**config.mk**
```make
export PLATFORM = sky130hd
export DESIGN_NAME = hba_sonar_emu
export DESIGN_NICKNAME = d
export VERILOG_FILES = /design/src/rtl/hba_sonar_emu_defs.sv /design/src/rtl/us_tick_gen.sv /design/src/rtl/hba_sonar_emu.sv
export SDC_FILE = /design/constraint.sdc
export NUM_CORES = 1
export LEC_CHECK = 0
export CAP_MARGIN = 20
export CORE_UTILIZATION = 30
export CTS_CLUSTER_SIZE = 30
export DETAILED_ROUTE_END_ITERATION = 10
export GPL_TIMING_DRIVEN = 1
export PLACE_DENSITY = 0.57
export SLEW_MARGIN = 10
export SYNTH_ARGS = -nofsm -noshare
export SYNTH_HDL_FRONTEND = slang
export SYNTH_SLANG_ARGS = --single-unit
```
**constraint.sdc**
```tcl
create_clock -name clk -period 4.25 [get_ports clk]
set_input_delay 0.425 -clock clk [delete_from_list [all_inputs] [get_ports clk]]
set_output_delay 0.425 -clock clk [all_outputs]
set_load 0.1 [all_outputs]
```
**src/rtl/hba_sonar_emu_defs.sv**
```systemverilog
// Shared definitions for the sonar responder emulator: FSM state encoding
// and the clock-to-microsecond divider derivation.
package hba_sonar_emu_defs;

  typedef enum logic [2:0] {
    ST_IDLE,
    ST_TRIG_HI,
    ST_HOLDOFF,
    ST_ECHO,
    ST_RECOVER
  } state_t;

  function automatic int unsigned calc_us_div(input int unsigned clk_hz);
    return clk_hz / 1_000_000;
  endfunction

  function automatic int unsigned max_u(input int unsigned a, input int unsigned b);
    return (a > b) ? a : b;
  endfunction

endpackage

```
**src/rtl/us_tick_gen.sv**
```systemverilog
// Microsecond prescaler: counts 0..DIV-1, ticks on the last count, and
// restarts from 0 whenever restart is asserted.
module us_tick_gen #(
  parameter int unsigned DIV = 50
) (
  input  logic clk,
  input  logic reset,
  input  logic restart,
  output logic tick
);

  localparam int PW = (DIV > 1) ? $clog2(DIV) : 1;

  logic [PW-1:0] count;

  assign tick = (count == PW'(DIV - 1));

  always_ff @(posedge clk or negedge reset) begin
    if (!reset)               count <= '0;
    else if (restart || tick) count <= '0;
    else                      count <= count + PW'(1);
  end

endmodule

```
**src/rtl/hba_sonar_emu.sv**
```systemverilog
// Ultrasonic ranging sensor emulator: qualifies a trigger pulse, waits a fixed
// hold-off and answers with an echo pulse whose width is echo_us microseconds.
module hba_sonar_emu
  import hba_sonar_emu_defs::*;
#(
  parameter int unsigned CLK_FREQUENCY   = 50_250_000,
  parameter int unsigned TRIG_MIN_US     = 10,
  parameter int unsigned HOLDOFF_US      = 500,
  parameter int unsigned ECHO_TIMEOUT_US = 38000,
  parameter int unsigned RECOVER_US      = 10000
) (
  input  logic        clk,
  input  logic        reset,
  input  logic        sonar_trig,
  output logic        sonar_echo,
  input  logic [15:0] echo_us,
  output logic        busy,
  output logic        trig_err,
  output logic [7:0]  pulse_count
);

  localparam int unsigned US_DIV   = calc_us_div(CLK_FREQUENCY);
  localparam int unsigned TRIG_CYC = TRIG_MIN_US * US_DIV;
  localparam int          TW       = $clog2(TRIG_CYC + 1);
  localparam int unsigned US_MAX   = max_u(max_u(HOLDOFF_US, RECOVER_US), ECHO_TIMEOUT_US);
  localparam int          CW       = int'(max_u(16, $clog2(US_MAX + 1)));

  state_t          state, next_state;
  logic            trig_m, trig_s, trig_q;
  logic            trig_rise, trig_fall;
  logic            accept, reject, restart, tick, us_done;
  logic [TW-1:0]   trig_width;
  logic [CW-1:0]   us_cnt, us_limit, w_reg, w_clamped;

  // NOTE: non-blocking assignments make the three flops shift as one
  // pipeline; blocking ones would collapse the synchronizer into a wire.
  always_ff @(posedge clk or negedge reset) begin
    if (!reset) begin
      trig_m <= 1'b0;
      trig_s <= 1'b0;
      trig_q <= 1'b0;
    end else begin
      trig_m <= sonar_trig;
      trig_s <= trig_m;
      trig_q <= trig_s;
    end
  end

  assign trig_rise = trig_s & ~trig_q;
  assign trig_fall = ~trig_s & trig_q;

  us_tick_gen #(.DIV(US_DIV)) u_tick (
    .clk     (clk),
    .reset   (reset),
    .restart (restart),
    .tick    (tick)
  );

  always_comb begin
    case (state)
      ST_HOLDOFF: us_limit = CW'(HOLDOFF_US);
      ST_ECHO:    us_limit = w_reg;
      ST_RECOVER: us_limit = CW'(RECOVER_US);
      default:    us_limit = '0;
    endcase
  end

  assign us_done = tick && (us_cnt == us_limit - CW'(1));

  assign w_clamped = ((echo_us == 16'd0) || ({16'b0, echo_us} > ECHO_TIMEOUT_US))
                   ? CW'(ECHO_TIMEOUT_US) : CW'(echo_us);

  always_ff @(posedge clk or negedge reset) begin
    if (!reset) state <= ST_IDLE;
    else        state <= next_state;
  end

  // NOTE: every output of this block is given a default first, so no path
  // leaves a signal unassigned and no latch is inferred.
  always_comb begin
    next_state = state;
    accept     = 1'b0;
    reject     = 1'b0;
    case (state)
      ST_IDLE:    if (trig_rise) next_state = ST_TRIG_HI;
      ST_TRIG_HI: if (trig_fall) begin
                    if (trig_width >= TW'(TRIG_CYC)) begin
                      accept     = 1'b1;
                      next_state = ST_HOLDOFF;
                    end else begin
                      reject     = 1'b1;
                      next_state = ST_IDLE;
                    end
                  end
      ST_HOLDOFF: if (us_done) next_state = ST_ECHO;
      ST_ECHO:    if (us_done) next_state = ST_RECOVER;
      ST_RECOVER: if (us_done) next_state = ST_IDLE;
      default:    next_state = ST_IDLE;
    endcase
    // A trigger while an echo cycle is in flight is flagged and otherwise ignored.
    if (trig_rise && (state inside {ST_HOLDOFF, ST_ECHO, ST_RECOVER}))
      reject = 1'b1;
  end

  assign restart = (next_state != state);
  assign busy    = (state != ST_IDLE);

  always_ff @(posedge clk or negedge reset) begin
    if (!reset) begin
      sonar_echo  <= 1'b0;
      trig_err    <= 1'b0;
      pulse_count <= '0;
      w_reg       <= '0;
      trig_width  <= '0;
      us_cnt      <= '0;
    end else begin
      sonar_echo <= (next_state == ST_ECHO);
      trig_err   <= reject;
      if (accept) begin
        w_reg       <= w_clamped;
        pulse_count <= pulse_count + 8'd1;
      end
      // The rising-edge cycle is the first high cycle, so the count starts at 1.
      if (state == ST_IDLE)
        trig_width <= TW'(1);
      else if (state == ST_TRIG_HI && trig_s && trig_width < TW'(TRIG_CYC))
        trig_width <= trig_width + TW'(1);
      if (restart)   us_cnt <= '0;
      else if (tick) us_cnt <= us_cnt + CW'(1);
    end
  end

endmodule

```
; ---- After elaboration in Yosys (flattened, before gate mapping)
; Cells that the tools add are included.
[word_totals]
regBits = 63
word_cells = 64
[op_classes]
n_addsub = 5
order_cmp = 3
n_eq_ne = 8
mux = 21
bitwise = 4
n_reduce_logical = 12
[ops]
columns = operator, n
row1 = two-way mux 16 bit, 3
row2 = case mux 16 bit (3 select lines), 1
row3 = two-way mux 9 bit, 2
row4 = adder 16 x 1 -> 16 bit (second input constant), 1
row5 = == test 16 bit, 1
row6 = greater-than comparator 16 bit (second input constant), 1
row7 = zero test 16 bit, 1
row8 = subtractor 16 x 1 -> 16 bit (second input constant), 1
row9 = two-way mux 3 bit, 5
row10 = case mux 3 bit (5 select lines), 1
row11 = adder 9 x 1 -> 9 bit (second input constant), 1
row12 = == test 3 x 2 -> 1 bit (second input constant), 3
row13 = >= comparator 9 bit (second input constant), 1
row14 = < comparator 9 bit (second input constant), 1
row15 = adder 8 x 1 -> 8 bit (second input constant), 1
row16 = two-way mux 1 bit, 7
row17 = adder 6 x 1 -> 6 bit (second input constant), 1
row18 = == test 6 bit (second input constant), 1
row19 = two-way mux 6 bit, 1
row20 = nonzero test 3 bit, 2
row21 = logical AND 1 bit, 4
row22 = nonzero test 2 bit, 2
row23 = == test 3 x 1 -> 1 bit (second input constant), 1
row24 = == test 3 bit (second input constant), 1
row25 = other kinds (6), 9

; ---- Logic depth before layout (Yosys ltp)
; Gate-level depths: netlist of the first run.
[depth]
depth_word = 10
ltp_mapped = 15

; ---- Hierarchy
; A second synthesis of the first run with hierarchy kept.
[unflattened]
cells_unflattened = 410
area_unflattened_um2 = 3873.7
[modules_own_cells]
columns = module, instances, cells_each, area_per_inst_um2
row1 = hba_sonar_emu, 1, 384, 3592.2
row2 = us_tick_gen, 1, 26, 281.5

; ---- Worst setup path after synthesis of the first run
; OpenSTA, ideal clock, no wires.
[synth_timing]
path_type = reg2reg
startpoint = register state[1]
endpoint = register us_cnt[10]
t_arrival_ps = 2925
required_ps = 4107
path_slack_ps = 1182
path_stages_with_launch = 16
period_less_slack_ps = 3068
path_cell_list = dfrtp_1 > buf_6 > and3b_1 > buf_6 > nand2_1 > ha_1 > clkbuf_1 > xor2_1 > and3_1 > o211a_1 > o2111ai_1 > a2111oi_2 > nand4_4 > a21boi_4 > buf_6 > nor4_2
[synth_between]
elab_chain_cells = 9
[synth_lines]
columns = element, line_no
row1 = "start, declared", hba_sonar_emu.sv:28  ; state_t state, next_state;
row2 = "start signal, assigned", hba_sonar_emu.sv:75  ; else state <= next_state;
row3 = == test 3 bit / == test 3 x 2 -> 1 bit (equally long branches), "hba_sonar_emu.sv:60, hba_sonar_emu.sv:84"
row4 = case mux 16 bit (3 select lines), hba_sonar_emu.sv:60  ; case (state)
row5 = subtractor 16 x 1 -> 16 bit, hba_sonar_emu.sv:68  ; assign us_done = tick && (us_cnt == us_limit - CW'(1));
row6 = == test 16 bit, hba_sonar_emu.sv:68
row7 = logical AND 1 bit, hba_sonar_emu.sv:68
row8 = "two-way mux 3 bit, on equally long branches", "hba_sonar_emu.sv:97, hba_sonar_emu.sv:95, hba_sonar_emu.sv:96"
row9 = case mux 3 bit (5 select lines), hba_sonar_emu.sv:84  ; case (state)
row10 = != test 3 bit *, hba_sonar_emu.sv:105  ; assign restart = (next_state != state);
row11 = two-way mux 16 bit / nonzero test 2 bit (equally long branches), n/a
row12 = "end signal, assigned", hba_sonar_emu.sv:129  ; else if (tick) us_cnt <= us_cnt + CW'(1);
row13 = "end, declared", hba_sonar_emu.sv:33  ; logic [CW-1:0] us_cnt, us_limit, w_reg, w_clamped;
; Every way passes the cells marked *; elsewhere a longest branch is shown, timed or not.
; A chain may end at the register's enable or synchronous reset.

; ---- Worst setup path after layout of the first run
[layout_timing]
startpoint = register state[2]
endpoint = register u_tick.count[2]
[layout_between]
elab_chain_cells = 10
[layout_lines]
columns = element, line_no
row1 = == test 3 bit / == test 3 x 2 -> 1 bit (equally long branches), "hba_sonar_emu.sv:60, hba_sonar_emu.sv:84"
row2 = case mux 16 bit (3 select lines), hba_sonar_emu.sv:60
row3 = subtractor 16 x 1 -> 16 bit, hba_sonar_emu.sv:68
row4 = == test 16 bit, hba_sonar_emu.sv:68
row5 = logical AND 1 bit, hba_sonar_emu.sv:68
row6 = "two-way mux 3 bit, on equally long branches", "hba_sonar_emu.sv:97, hba_sonar_emu.sv:95, hba_sonar_emu.sv:96"
row7 = case mux 3 bit (5 select lines), hba_sonar_emu.sv:84
row8 = != test 3 bit *, hba_sonar_emu.sv:105
row9 = logical OR 1 bit *, us_tick_gen.sv:20  ; else if (restart || tick) count <= '0;
row10 = two-way mux 6 bit *, us_tick_gen.sv:20
row11 = "end signal, assigned", us_tick_gen.sv:21  ; else count <= count + PW'(1);
row12 = "end, declared", us_tick_gen.sv:14  ; logic [PW-1:0] count;
; Marks and branches as above.

==> results of run 1 <==
## per-stage QoR
step / util / cells / setup WS [ns] / cell area, sq um
final: 0.368 / 596 / 0.548 / 4710
after global routing: 0.368 / 596 / 0.290 / 4710
after CTS: 0.368 / 596 / 0.580 / 4710
after detailed placement: 0.344 / 580 / 0.578 / 4400
after global placement: 0.342 / 579 / 0.709 / 4370
after floorplan: - / 399 / 1.18 / 3970
## kinds of logic (layout without fill, tap and decap cells)
group | Yosys count | count (layout) | share of synthesized area
AO/OA/AOI/OAI | 70 | 70 | 0.135
XOR/XNOR | 49 | 49 | 0.113
adder cells (fa/ha/maj) | 7 | 7 | 0.0221
buffers and inverters | 35 | 60 | 0.0457
flip-flops | 63 | 63 | 0.397
multiplexers | 4 | 4 | 0.0101
AND/OR/NAND/NOR | 171 | 171 | 0.277
## cell usage after synthesis (3+ instances only)
library cell  number  area (sq um)
a211oi_1           3          22.5
a21oi_1           11          55.1
a22o_1            10          87.6
a31oi_1            3          18.8
and2_1             3          18.8
and3_1             7          43.8
and4_1             5          43.8
buf_2              4          20.0
buf_6              5          56.3
clkbuf_1          15          56.3
dfrtp_1           63          1580
ha_1               7          87.6
inv_1              8          30.0
mux2i_1            4          40.0
nand2_1           31           116
nand2b_1           3          18.8
nand3_1           12          60.1
nand4_1           12          75.1
nor2_1            30           113
nor3_1             7          35.0
nor3b_1            3          22.5
nor4_1            16           100
nor4_2            10           125
nor4b_1            3          26.3
nor4b_2            4          60.1
o2111ai_1          3          26.3
o21ai_0           11          55.1
o22a_1             5          43.8
or4_1              4          30.0
xnor2_1           23           201
xor2_1            25           219
## critical path, cell delays in order, from the launching register on
cell and delay, ns:
dfrtp_1 0.54, and3b_1 0.51, nand2_1 0.15, ha_1 0.34, xor2_1 0.22, and3_1 0.17
o211a_1 0.14, o2111ai_1 0.11, a2111oi_2 0.51, nand4_4 0.24, a21boi_4 0.20, buf_4 0.31
nor4_1 0.11
## layout by cell type, fill, tap and decap left out, types with 4 or more instances in the layout
| cell | synthesis | routed |
|---|---|---|
| clkdlybuf4s50_1 | 0 | 28 |
| or4_1 | 4 | 4 |
| o21ai_0 | 11 | 10 |
| nor2_1 | 30 | 30 |
| a21oi_1 | 11 | 11 |
| nand3_1 | 12 | 12 |
| nand4_1 | 12 | 12 |
| clkbuf_16 | 0 | 9 |
| nand2_1 | 31 | 31 |
| nor3_1 | 7 | 7 |
| a22o_1 | 10 | 10 |
| xnor2_1 | 23 | 23 |
| inv_1 | 8 | 8 |
| nor4_1 | 16 | 15 |
| dfrtp_1 | 63 | 63 |
| buf_4 | 2 | 6 |
| nor4_2 | 10 | 11 |
| o22a_1 | 5 | 5 |
| xor2_1 | 25 | 25 |
| and3_1 | 7 | 7 |
| mux2i_1 | 4 | 4 |
| ha_1 | 7 | 7 |
| nor4b_2 | 4 | 4 |
| and4_1 | 5 | 5 |
## layer usage
metal | share of wire | global-route usage | vias to the layer above
li1 | - | - | 1519
met1 | 0.47 | 0.203 | 1570
met2 | 0.48 | 0.235 | 53
met3 | 0.040 | 0.0381 | 9
met4 | 0.010 | 0.0430 | 0
met5 | 0 | 0 | -
## area by class of cell
cell class / instances / area, sq um
fillers: 1280 / 8070
well taps: 172 / 215
clock inverters: 6 / 68.8
inverters: 8 / 30.0
repair buffers: 36 / 358
clock buffers: 10 / 239
flip-flops and latches: 63 / 1580
multi-input cells: 301 / 2220
## power groups by stage
stage                     combinational (mW)  sequential (mW)  clock, mW
final                                  0.153            0.649      0.744
after global routing                   0.171            0.654      0.786
after CTS                              0.156            0.649      0.762
after detailed placement               0.156            0.659          0
after global placement                 0.145            0.659          0
after floorplan                       0.0911            0.659          0
## path summary, 6_finish.rpt
| path | from | end | slack, ns |
|---|---|---|---|
| hold reg to reg | trig_m | trig_s | 0.35 |
| setup / recovery | state[2] | u_tick.count[2] | 0.55 |
| max in group asynchronous | reset | us_cnt[8] | 3.45 |
| min in group clk | trig_m | trig_s | 0.35 |
| hold / removal | reset | pulse_count[7] | 0.25 |
| setup reg to reg | state[2] | u_tick.count[2] | 0.55 |
==> results.tsv, run 1 <==
stage	metric	value	unit
power_and_ir_drop	PwrDens	329	mW/mm^2
grt	grt total ovfl	0	
clocking	CTS tree	yes	
detailed_routing	# DRC	0	
floorplan	Initial Util	0.311	
power_and_ir_drop	cell internal pwr	1.16	mW
floorplan	io pins	30	
placement	dpl hpwl	6600	um
power_and_ir_drop	switching part of the total power	0.249	
clocking	post_cts resized	0	
yosys	syn nets	425	
timing	Final Setup Violations	0	
clocking	root buffer cell	clkbuf_16	
yosys	Synth Warn #	0	
yosys	#FFs+latches synth	63	
timing	Hold Vio Cnt, Final	0	
detailed_routing	Routed wire per std cell	15.7	um
timing	Final TNS setup	0	ns
yosys	post-synthesis sequential area ratio	0.397	
grt	initial antenna violation count	0	
outcome	run status	completed	
yosys	Syn Area/Cell	9.94	sq um
worst_setup_path	CP Class	register to register	
yosys	Post-synth EDFFs	0	
timing	Least-Margin Pin Slew	0.978	ns
floorplan	Die ar.	0.0137	sq mm
timing	slew margin rel.	0.346	
timing	Tmin final	3.70	ns
power_and_ir_drop	worst vdd ir	0.177	mV
yosys	Primary FF master, synth	dfrtp_1	
power_and_ir_drop	Logic pwr share	0.099	
timing	final hold slack	0.251	ns
clocking	clk_lat worst skew	0.34	ns
worst_setup_path	Crit Path Max Fanout	22	
detailed_routing	drt pass-1 iters	4	
cells_and_area	n_diodes	0	
flow_run	max-cap check violation count	0	
detailed_routing	Post-DRT Antenna Nets	0	
worst_setup_path	Critical Path RT	4.44	ns
clocking	H-tree levels	3	
power_and_ir_drop	Final Power	1.55	mW
floorplan	overall die width	117	um
min_path	Hold Path Class	input pin to asynchronous set/reset pin	
yosys	Post-Syn Area	0.00397	sq mm
cells_and_area	proportion of layout cells with a drive suffix above 1	0.127	
clocking	Post CTS Setup Buffer Count	0	
cells_and_area	Post-layout nets	445	
power_and_ir_drop	Leakage	1.88	nW
worst_setup_path	Worst setup EP type	register	
detailed_routing	total vias in the final route	3151	
placement	I/O Buffers	29	
detailed_routing	routed vias/inst	5.29	
yosys	async set-or-reset flop fraction in the synthesized netlist	1.00	
floorplan	Core Footprint	0.0128	sq mm
timing	Tcrit/Tclk final	0.871	
clocking	clk slew on worst S/H paths	0.06	ns
worst_setup_path	R2R cell count	12	
timing	Slew Viols, Final	0	
yosys	post-synth cell types	68	
floorplan	Die Span Y	117	um
grt	largest net degree at the start of global routing	64	
timing	RSZ-0062 raised after global routing	no	
detailed_routing	DRT iter0 DRCs	169	
grt	global-route wire length before repair	15800	um
detailed_routing	WL final	9360	um
yosys	Syn Inst Count	399	
power_and_ir_drop	Reg power frac	0.420	
grt	vias in the first global route	3069	
clocking	TritonCTS buffer count	9	
timing	fmax	270	MHz
cells_and_area	area growth from synthesis to layout	18.6	%
placement	global placer's final weighted congestion	0.881	
power_and_ir_drop	P_sw	385	uW
worst_setup_path	Arrival @ worst endpoint	3.89	ns
clocking	hold_buf cts	0	
clocking	clk sinks	63	
power_and_ir_drop	Clk pwr share	0.481	
worst_setup_path	CP Launch Type	register	
grt	Total GRT Usage	0.149	
floorplan	row count	41	
timing	Setup Skew	0.0106	ns
clocking	Max clock buf depth	2	
(Power assumes the default switching activity.)
==> run 2: changes to the inputs <==
- TNS_END_PERCENT: default -> 50
==> results of run 2 <==
The final DEF is identical to that of run 1; final timing and power are the same.
==> edit: new RTL, flow settings as in run 2 <==
Reset style: synchronous (`reset`), changed in 4 clocked blocks.
--- a/src/rtl/us_tick_gen.sv
+++ b/src/rtl/us_tick_gen.sv
@@ -17,3 +17,3 @@
 
-  always_ff @(posedge clk or negedge reset) begin
+  always_ff @(posedge clk) begin
     if (!reset)               count <= '0;
--- a/src/rtl/hba_sonar_emu.sv
+++ b/src/rtl/hba_sonar_emu.sv
@@ -36,3 +36,3 @@
   // pipeline; blocking ones would collapse the synchronizer into a wire.
-  always_ff @(posedge clk or negedge reset) begin
+  always_ff @(posedge clk) begin
     if (!reset) begin
@@ -72,3 +72,3 @@
 
-  always_ff @(posedge clk or negedge reset) begin
+  always_ff @(posedge clk) begin
     if (!reset) state <= ST_IDLE;
@@ -107,3 +107,3 @@
 
-  always_ff @(posedge clk or negedge reset) begin
+  always_ff @(posedge clk) begin
     if (!reset) begin
Function: differs if reset is asserted again (counterexample within 4 cycles, from zero or initial values and one cycle with reset low); with reset held inactive, the same outputs for 10 cycles.
==> edit against run 2 <==
- synthesized cell count grew 13%
- routed wire length is 6.7% lower
- sequential cell count did not move
- setup slack lost 130 ps
- design area fell by 9.1%
- via count rose by 4.2%
- core utilization grew 0.63 points
- die area is 11% lower
- critical path depth fell by 3
- synthesized area down 11%
- highest routed layer unchanged
Power is not compared: it rests on default switching activity, and its combinational part moved more than twofold at a synthesized area within 25%.
==> edit: results (changes against run 2) <==
status=finished clean; Post-synth top flop=dfxtp_1; top cells by area, synth=dfxtp_1 36%, nor2_1 7.3%, xnor2_1 6.7%; fin nets=506 (+14%); routability cong.=0.8684 (-1.4%); reg2reg start=state[1]; PortBufs=29 (unchanged); fill count=1,187 (-7.3%); Total Wirelength=8725 um (-6.7%); reg2reg path depth=9 (-3); HPWL after detailed placement=6495 um (-1.6%); post_cts resized=0 (unchanged); arrival time worst endpoint=4040 ps (+150 ps); Max Buffers Root-to-Sink=2 (unchanged); ys async rst share=0% (-100 points); synth cell count leaders=69 x nor2_1, 63 x dfxtp_1, 44 x nand2_1; max_slew headroom=35.33% (+0.71 points); Hold Slack=428.9 ps (+177.6 ps); Hold Startpoint=trig_m; Largest stage delay, worst path=680 ps (+140 ps); synthesis warning total=0 (unchanged); initial drt markers=165 (-2.4%); Syn Nets=475 (+12%); layout cells sized above 1=7.246% (-5.5 points); Yosys cell types=60 (-12%); Slowest-stage cell, CP=nor2b_1; CP Max Fanout=16 (-27%); r2r setup slk=420 ps (-130 ps); Worst Hold Class=reg -> reg; DR vias/cell=5.243 (-0.83%); register area share after synthesis=35.73% (-4.0 points); root buf cell=clkbuf_16; largest net degree at the start of global routing=26 (-59%); worst r2r dst=us_cnt[1]; vias in the first global route=3,060 (-0.29%); Setup Skew=5.240 ps (-5.365 ps); global-route wire length before repair=14,840 um (-6.4%); clock insertion delay at the later pin of the skew report=330 ps; gr usage total=14.92% (-0.018 points)
edit: kinds of logic after synthesis:
kind of cell,Yosys count,share of synthesized area (%)
adder cells (fa/ha/maj),8,2.765
AO/OA/AOI/OAI,87,15.99
multiplexers,4,1.134
XOR/XNOR,49,12.16
flip-flops,63,35.73
buffers and inverters,38,4.466
AND/OR/NAND/NOR,200,27.76
edit: worst max-delay path, delay by kind of cell, from the launching register on:
family | cells | cell delay (ps)
flip-flops | 1 | 500
AO/OA/AOI/OAI | 2 | 560
adder cells (fa/ha/maj) | 1 | 490
AND/OR/NAND/NOR | 6 | 2150
edit: per-layer routing:
layer,global-route usage (%),part of all wire (%),vias up
li1,-,-,1640
met1,18.68,47,1545
met2,24.51,47,83
met3,3.842,4.2,14
met4,5.600,1.8,0
met5,0,0,-
edit: worst max-delay path by stage:
| stage | start | end | slack (ps) |
|---|---|---|---|
| floorplan | state[1] | us_cnt[12] | 420 |
| global placement | state[1] | us_cnt[1] | 370 |
| detailed placement | state[1] | us_cnt[1] | 300 |
| CTS | state[1] | us_cnt[1] | 250 |
| global route | state[0] | us_cnt[12] | 20 |
| finish | state[1] | us_cnt[1] | 420 |
edit: final cells by class:
type / count / area [um^2] / area share (%)
clock buffer: 10 / 239.0 / 5.585
clock inverter: 4 / 47.55 / 1.111
inverter: 18 / 67.56 / 1.579
multi-input combinational: 348 / 2112 / 49.36
sequential: 63 / 1261 / 29.47
tap: 143 / 178.9 / 4.181
timing repair buffer: 40 / 372.9 / 8.713
edit: through the flow:
step | cells | cell area (um^2) | power, W | setup slack [ps]
after global routing | 626 | 4279 | 0.001430 | 17.60
after detailed placement | 612 | 3991 | 0.0006736 | 299.6
after floorplan | 449 | 3530 | 0.0006434 | 422.4
after global placement | 612 | 3991 | 0.0006733 | 373.5
after CTS | 626 | 4278 | 0.001392 | 248.9
final | 626 | 4279 | 0.001369 | 416.9
edit: power groups by stage:
stage	clock, W	sequential, W	combinational [W]
3_3_place_gp	0	0.000613	0.0000602
3_5_place_dp	0	0.000613	0.0000602
5_1_grt	0.000762	0.000601	0.0000665
4_1_cts	0.000731	0.000601	0.0000605
6_report	0.000708	0.000601	0.0000600
2_1_floorplan	0	0.000612	0.0000315
